==> src/rtl/stack_pkg.sv <==
// Shared definitions for the stack engine: operation encoding and the
// depth-counter width helper.
package stack_pkg;

    localparam int OP_W = 3;

    typedef enum logic [OP_W-1:0] {
        OP_NOP  = 3'd0,
        OP_PUSH = 3'd1,
        OP_POP  = 3'd2,
        OP_DUP  = 3'd3,
        OP_SWAP = 3'd4,
        OP_ADD  = 3'd5,
        OP_SUB  = 3'd6,
        OP_AND  = 3'd7
    } op_t;

    function automatic int depth_w(input int entries);
        return $clog2(entries + 1);
    endfunction

endpackage

==> src/rtl/stack_alu.sv <==
// Combinational two-operand ALU for the stack engine: a is NOS, b is TOS.
module stack_alu
    import stack_pkg::*;
#(
    parameter int WIDTH = 8
)
(
    input  logic [WIDTH-1:0] a,
    input  logic [WIDTH-1:0] b,
    input  op_t              op,
    output logic [WIDTH-1:0] result,
    output logic             zero
);

    always_comb begin
        result = '0;
        case (op)
            OP_ADD:  result = a + b;
            OP_SUB:  result = a - b;
            OP_AND:  result = a & b;
            default: result = '0;
        endcase
        zero = (result == '0);
    end

endmodule

==> src/rtl/stack_engine.sv <==
// Operand stack with registered TOS/NOS, a depth-addressed backing array and
// an integrated ALU. Optional sticky error mode: define STACK_ERR_STICKY_EN.
module stack_engine
    import stack_pkg::*;
#(
    parameter int WIDTH = 8,
    parameter int DEPTH = 16
)
(
    input  logic                        clk,
    input  logic                        rst_n,
    input  logic                        op_valid,
    input  logic [OP_W-1:0]             op,
    input  logic [WIDTH-1:0]            push_data,
    input  logic                        err_clr,
    output logic                        op_ready,
    output logic [WIDTH-1:0]            tos,
    output logic [WIDTH-1:0]            nos,
    output logic [depth_w(DEPTH)-1:0]   depth,
    output logic                        empty,
    output logic                        full,
    output logic                        zero,
    output logic                        err_ovf,
    output logic                        err_unf
);

    localparam int              DW      = depth_w(DEPTH);
    localparam int              MEM_N   = 1 << DW;
    localparam logic [DW-1:0]   DEPTH_L = DW'(DEPTH);

    logic [WIDTH-1:0] tos_q, tos_d;
    logic [WIDTH-1:0] nos_q, nos_d;
    logic [DW-1:0]    depth_q, depth_d;
    logic             zero_q, zero_d;
    logic             err_ovf_q, err_ovf_d;
    logic             err_unf_q, err_unf_d;

    // Stack position k (0 = bottom) lives at mem[k]; only k <= depth-3 is live
    logic [WIDTH-1:0] mem [MEM_N];
    logic             mem_we;
    logic [DW-1:0]    mem_waddr;
    logic [DW-1:0]    mem_raddr;
    logic [WIDTH-1:0] nos_fill;

    op_t              op_e;
    logic             accept;
    logic             is_full, has1, has2, has3;
    logic             ovf_evt, unf_evt;
    logic [WIDTH-1:0] alu_result;
    logic             alu_zero;

    assign op_e = op_t'(op);

    stack_alu #(.WIDTH(WIDTH)) u_alu (
        .a      (nos_q),
        .b      (tos_q),
        .op     (op_e),
        .result (alu_result),
        .zero   (alu_zero)
    );

`ifdef STACK_ERR_STICKY_EN
    assign op_ready = !(err_ovf_q || err_unf_q);
    assign accept   = op_valid && op_ready && !err_clr;
`else
    logic unused_err_clr;
    assign unused_err_clr = err_clr;
    assign op_ready       = 1'b1;
    assign accept         = op_valid;
`endif

    assign is_full   = (depth_q == DEPTH_L);
    assign has1      = (depth_q != '0);
    assign has2      = (depth_q >= DW'(2));
    assign has3      = (depth_q >= DW'(3));
    assign mem_waddr = depth_q - DW'(2);
    assign mem_raddr = depth_q - DW'(3);
    assign nos_fill  = has3 ? mem[mem_raddr] : '0;

    always_comb begin
        tos_d   = tos_q;
        nos_d   = nos_q;
        depth_d = depth_q;
        zero_d  = zero_q;
        mem_we  = 1'b0;
        ovf_evt = 1'b0;
        unf_evt = 1'b0;

        if (accept) begin
            case (op_e)
                OP_PUSH: begin
                    if (is_full) begin
                        ovf_evt = 1'b1;
                    end else begin
                        tos_d   = push_data;
                        nos_d   = tos_q;
                        depth_d = depth_q + DW'(1);
                        mem_we  = has2;
                    end
                end
                OP_DUP: begin
                    if (is_full) begin
                        ovf_evt = 1'b1;
                    end else if (!has1) begin
                        unf_evt = 1'b1;
                    end else begin
                        nos_d   = tos_q;
                        depth_d = depth_q + DW'(1);
                        mem_we  = has2;
                    end
                end
                OP_POP: begin
                    if (!has1) begin
                        unf_evt = 1'b1;
                    end else begin
                        tos_d   = nos_q;
                        nos_d   = nos_fill;
                        depth_d = depth_q - DW'(1);
                    end
                end
                OP_SWAP: begin
                    if (!has2) begin
                        unf_evt = 1'b1;
                    end else begin
                        tos_d = nos_q;
                        nos_d = tos_q;
                    end
                end
                OP_ADD, OP_SUB, OP_AND: begin
                    if (!has2) begin
                        unf_evt = 1'b1;
                    end else begin
                        tos_d   = alu_result;
                        nos_d   = nos_fill;
                        depth_d = depth_q - DW'(1);
                        zero_d  = alu_zero;
                    end
                end
                default: begin
                end
            endcase
        end

`ifdef STACK_ERR_STICKY_EN
        if (err_clr) begin
            err_ovf_d = 1'b0;
            err_unf_d = 1'b0;
        end else begin
            err_ovf_d = err_ovf_q || ovf_evt;
            err_unf_d = err_unf_q || unf_evt;
        end
`else
        err_ovf_d = ovf_evt;
        err_unf_d = unf_evt;
`endif
    end

    always_ff @(posedge clk or negedge rst_n) begin
        if (!rst_n) begin
            tos_q     <= '0;
            nos_q     <= '0;
            depth_q   <= '0;
            zero_q    <= 1'b0;
            err_ovf_q <= 1'b0;
            err_unf_q <= 1'b0;
        end else begin
            tos_q     <= tos_d;
            nos_q     <= nos_d;
            depth_q   <= depth_d;
            zero_q    <= zero_d;
            err_ovf_q <= err_ovf_d;
            err_unf_q <= err_unf_d;
        end
    end

    // Old NOS spills to the array when a push moves it below position depth-2
    always_ff @(posedge clk) begin
        if (mem_we) begin
            mem[mem_waddr] <= nos_q;
        end
    end

    assign tos     = tos_q;
    assign nos     = nos_q;
    assign depth   = depth_q;
    assign empty   = (depth_q == '0);
    assign full    = is_full;
    assign zero    = zero_q;
    assign err_ovf = err_ovf_q;
    assign err_unf = err_unf_q;

endmodule

==> config.mk <==
export PLATFORM = sky130hd
export DESIGN_NAME = stack_engine
export DESIGN_NICKNAME = d
export VERILOG_FILES = /design/src/rtl/stack_pkg.sv /design/src/rtl/stack_alu.sv /design/src/rtl/stack_engine.sv
export SDC_FILE = /design/constraint.sdc
export NUM_CORES = 1
export LEC_CHECK = 0
export CORE_ASPECT_RATIO = 1.75
export CORE_UTILIZATION = 35
export DETAILED_ROUTE_END_ITERATION = 10
export PLACE_DENSITY = 0.59
export SLEW_MARGIN = 20
export SYNTH_ARGS = -nofsm -noshare
export SYNTH_HDL_FRONTEND = slang
export SYNTH_SLANG_ARGS = --single-unit
==> constraint.sdc <==
create_clock -name clk -period 7.3 [get_ports clk]
set_input_delay 1.46 -clock clk [delete_from_list [all_inputs] [get_ports clk]]
set_output_delay 1.46 -clock clk [all_outputs]
set_load 0.01 [all_outputs]
==> impl_metrics.env <==
export IMPL_outcome="complete, no violations"
export IMPL_cts_buffer_depth=3
export IMPL_grt_pass1_vias=6837
export IMPL_final_hold_violation_count=0
export IMPL_max_cap_violations=0
export IMPL_critPathKind="input port to flop"
export IMPL_cp_max_fo=22
export IMPL_crit_path_end_kind="flop"
export IMPL_nets=821
export IMPL_cts_max_level=1
export IMPL_fmax_ghz=0.2120
export IMPL_synth_fa_ha_area_share_pct=2.156
export IMPL_synthMuxAreaShare_pct=13.66
export IMPL_setup_viol=0
export IMPL_rows=90
export IMPL_worst_path_buf_inv=2
export IMPL_yosys_area_share_simple_pct=6.396
export IMPL_synthCells=738
export IMPL_slowest_delay_ps=1020
export IMPL_grt_max_degree=38
export IMPL_final_max_slew_viol_count=0
export IMPL_clk_latency_ps=540
export IMPL_wl_um=29330
export IMPL_cts_reportedPaths_clkPinSlew_ps=70
export IMPL_cts_tree="built"
export IMPL_cts_resized_gates=0
export IMPL_drive_above_1_share_pct=17.68
export IMPL_root_buffer="clkbuf_16"
export IMPL_path_cells="clkdlybuf4s50_1 > nand2b_4 > nor2_1 > mux2_2 > inv_1 > ha_1 > nor2b_1 > o2111ai_1 > nand3_1 > a31oi_1 > xnor2_1 > o21ai_0 > o41ai_2"
export IMPL_remaining_drc_errors=0
export IMPL_grt_remaining_overflow=0
export IMPL_start_kind="input port"
export IMPL_worst_slew_pin_slew_ps=884.2
export IMPL_timing_final_crit_share_pct=64.63
export IMPL_core_um2=34570
export IMPL_flow_area_growth_from_synthesis_pct=13.50
export IMPL_n_antenna_cell=0
export IMPL_yosysUniqueCellTypes=61
export IMPL_slew_headroom_pct=40.84
export IMPL_synth_edf_count=256
export IMPL_antenna_found_initial=0
export IMPL_grt_pass1_wl_um=43530
export IMPL_floorplan_initialDensity_pct=35.60
export IMPL_synth_top_family_by_area="multiplexers"
export IMPL_hold_class="flop to flop"
export IMPL_fp_dieW_um=143.7
export IMPL_ctsHoldBuffers=0
export IMPL_die_h_um=250.0
export IMPL_syn_area_um2=12310
export IMPL_final_setup_skew_ps=13.51
export IMPL_syn_avg_cell_area_um2=16.67
export IMPL_dpl_hpwl_um=19840
export IMPL_fin_tns_setup_ps=0
export IMPL_clock_sinks=280
export IMPL_period_minus_slack_ps=4718
export IMPL_fin_hold_ws_ps=510.7
export IMPL_drtIter0Drc=354
export IMPL_max_vdd_ir_drop_uv=164.8
export IMPL_via_count=6631
export IMPL_synth_xor_area_share_pct=1.840
export IMPL_post_cts_buffers=0
export IMPL_yosysWarnings=0
export IMPL_cts_made_buffers=25
export IMPL_crit_required_ps=7740
export IMPL_synthArstFlopShare_pct=8.571
export IMPL_rsz0062_at_grt="no"
export IMPL_critPathTopFamily="buffers and inverters"
export IMPL_io_buffers=39
export IMPL_ant_nets=0
export IMPL_synth_compound_area_share_pct=6.274
export IMPL_p_leak_nw=4.506
export IMPL_cellPowerDensity_nw_per_um2=448.1
export IMPL_grt_usage_pct=16.90
export IMPL_die_area_um2=35940
export IMPL_wl_per_cell_um=23.23
export IMPL_via_per_inst=5.250
export IMPL_synth_fp_nets=773
export IMPL_cpMaxStageDelayCell="clkdlybuf4s50_1"
export IMPL_synth_seq_area_share_pct=67.35
export IMPL_synth_flop_cell="edfxtp_1"
export IMPL_drt_first_pass_iters=5
export IMPL_ys_ff_latch=280
export IMPL_gp_congestion=0.8092
export IMPL_io_pins=42
export IMPL_crit_arrival_ps=5160
cells in the mapped netlist (9+ instances only):
cell type / number / share of area [%]
a21oi_1: 39 / 1.6
buf_2: 10 / 0.41
dfrtp_1: 24 / 4.9
edfxtp_1: 256 / 62
ha_1: 18 / 1.8
inv_1: 13 / 0.40
mux4_2: 68 / 12
nand2_1: 55 / 1.7
nand3_1: 25 / 1.0
nor2_1: 56 / 1.7
nor3_1: 9 / 0.37
o21ai_0: 20 / 0.81
xnor2_1: 20 / 1.4
final timing paths:
kind	startpoint	slack (ps)	end	depth (start not counted)
setup / recovery	op[1]	2580	zero	13
min in group asynchronous	rst_n	1290	depth[2]	2
setup reg to reg	depth[0]	3730	nos[7]	8
hold reg to reg	zero	510	zero	2
hold / removal	zero	510	zero	2
max in group asynchronous	rst_n	5710	depth[0]	2
layer usage:
| layer | routed length, um | track usage, % | share of wire (%) | vias up |
|---|---|---|---|---|
| met3 | 845 | 1.650 | 2.9 | 64 |
| li1 | - | - | - | 3002 |
| met5 | 0 | 0 | 0 | - |
| met1 | 10630 | 18.36 | 36 | 3403 |
| met4 | 1576 | 9.514 | 5.4 | 0 |
| met2 | 16280 | 31.36 | 56 | 162 |
tightest hold or removal path, delay by kind of cell, from the launching register on:
family	cells	cell delay [ps]
AOI/OAI and AO/OA	1	50
DFF	1	360
and+or+nand+nor	1	70
per-stage QoR:
| stage | total power, mW | utilization [%] | setup WS, ps | std cells | area [um^2] |
|---|---|---|---|---|---|
| after floorplan | 4.094 | - | 3335 | 738 | 12310 |
| after global placement | 5.031 | 38.17 | 2066 | 1219 | 13190 |
| after detailed placement | 5.051 | 38.17 | 2043 | 1219 | 13190 |
| after CTS | 6.342 | 40.40 | 2603 | 1263 | 13970 |
| after global routing | 6.567 | 40.40 | 2345 | 1263 | 13970 |
| final | 6.259 | 40.40 | 2582 | 1263 | 13970 |
logic make-up after synthesis:
| family | after synthesis |
|---|---|
| flops | 280 |
| simple gates | 173 |
| compound gates | 112 |
| mux | 76 |
| buf+inv | 51 |
| xor+xnor | 25 |
| fa+ha+maj | 20 |
| other cells | 1 |
flip-flops by register name, summed over array words and instances, names as in the netlist:
register  flops
tos           8
err_ovf       1
nos           8
depth         5
mem         256
zero          1
err_unf       1
cell usage in the layout, fill, tap and decap left out, types with 4 or more instances in the layout:
master           netlist  layout
a2111oi_1              8       8
ha_1                  18      17
edfxtp_1             256     256
clkbuf_16              0      25
nor2b_1                6       6
o21ai_0               20      20
clkinv_1               0       6
nand2b_1               5       5
nor3_1                 9       9
mux4_1                 4       4
a31oi_1                7       7
a21o_1                 6       6
dfrtp_1               24      23
clkinv_2               0       4
a211oi_1               5       5
a21oi_1               39      39
and3_1                 4       4
nand3_1               25      25
clkdlybuf4s50_1        0      39
inv_1                 13      13
mux4_2                68      68
nor2_1                56      56
xor2_1                 4       4
buf_4                  5      18
nand2_1               55      55
xnor2_1               20      19
power breakdown:
part / switching (mW) / internal (mW)
Combinational: 1.55 / 1.15
Sequential: 0.200 / 2.07
Clock: 0.590 / 0.701
Total: 2.34 / 3.92
cell type report:
| cell class | count | area, um^2 |
|---|---|---|
| Sequential cell | 280 | 8292 |
| Inverter | 15 | 56.30 |
| Timing Repair Buffer | 57 | 525.5 |
| Tap cell | 460 | 575.6 |
| Multi-Input combinational cell | 407 | 3745 |
| Fill cell | 3126 | 20600 |
| Clock inverter | 16 | 136.4 |
| Clock buffer | 28 | 636.9 |
(Power assumes the default switching activity.)
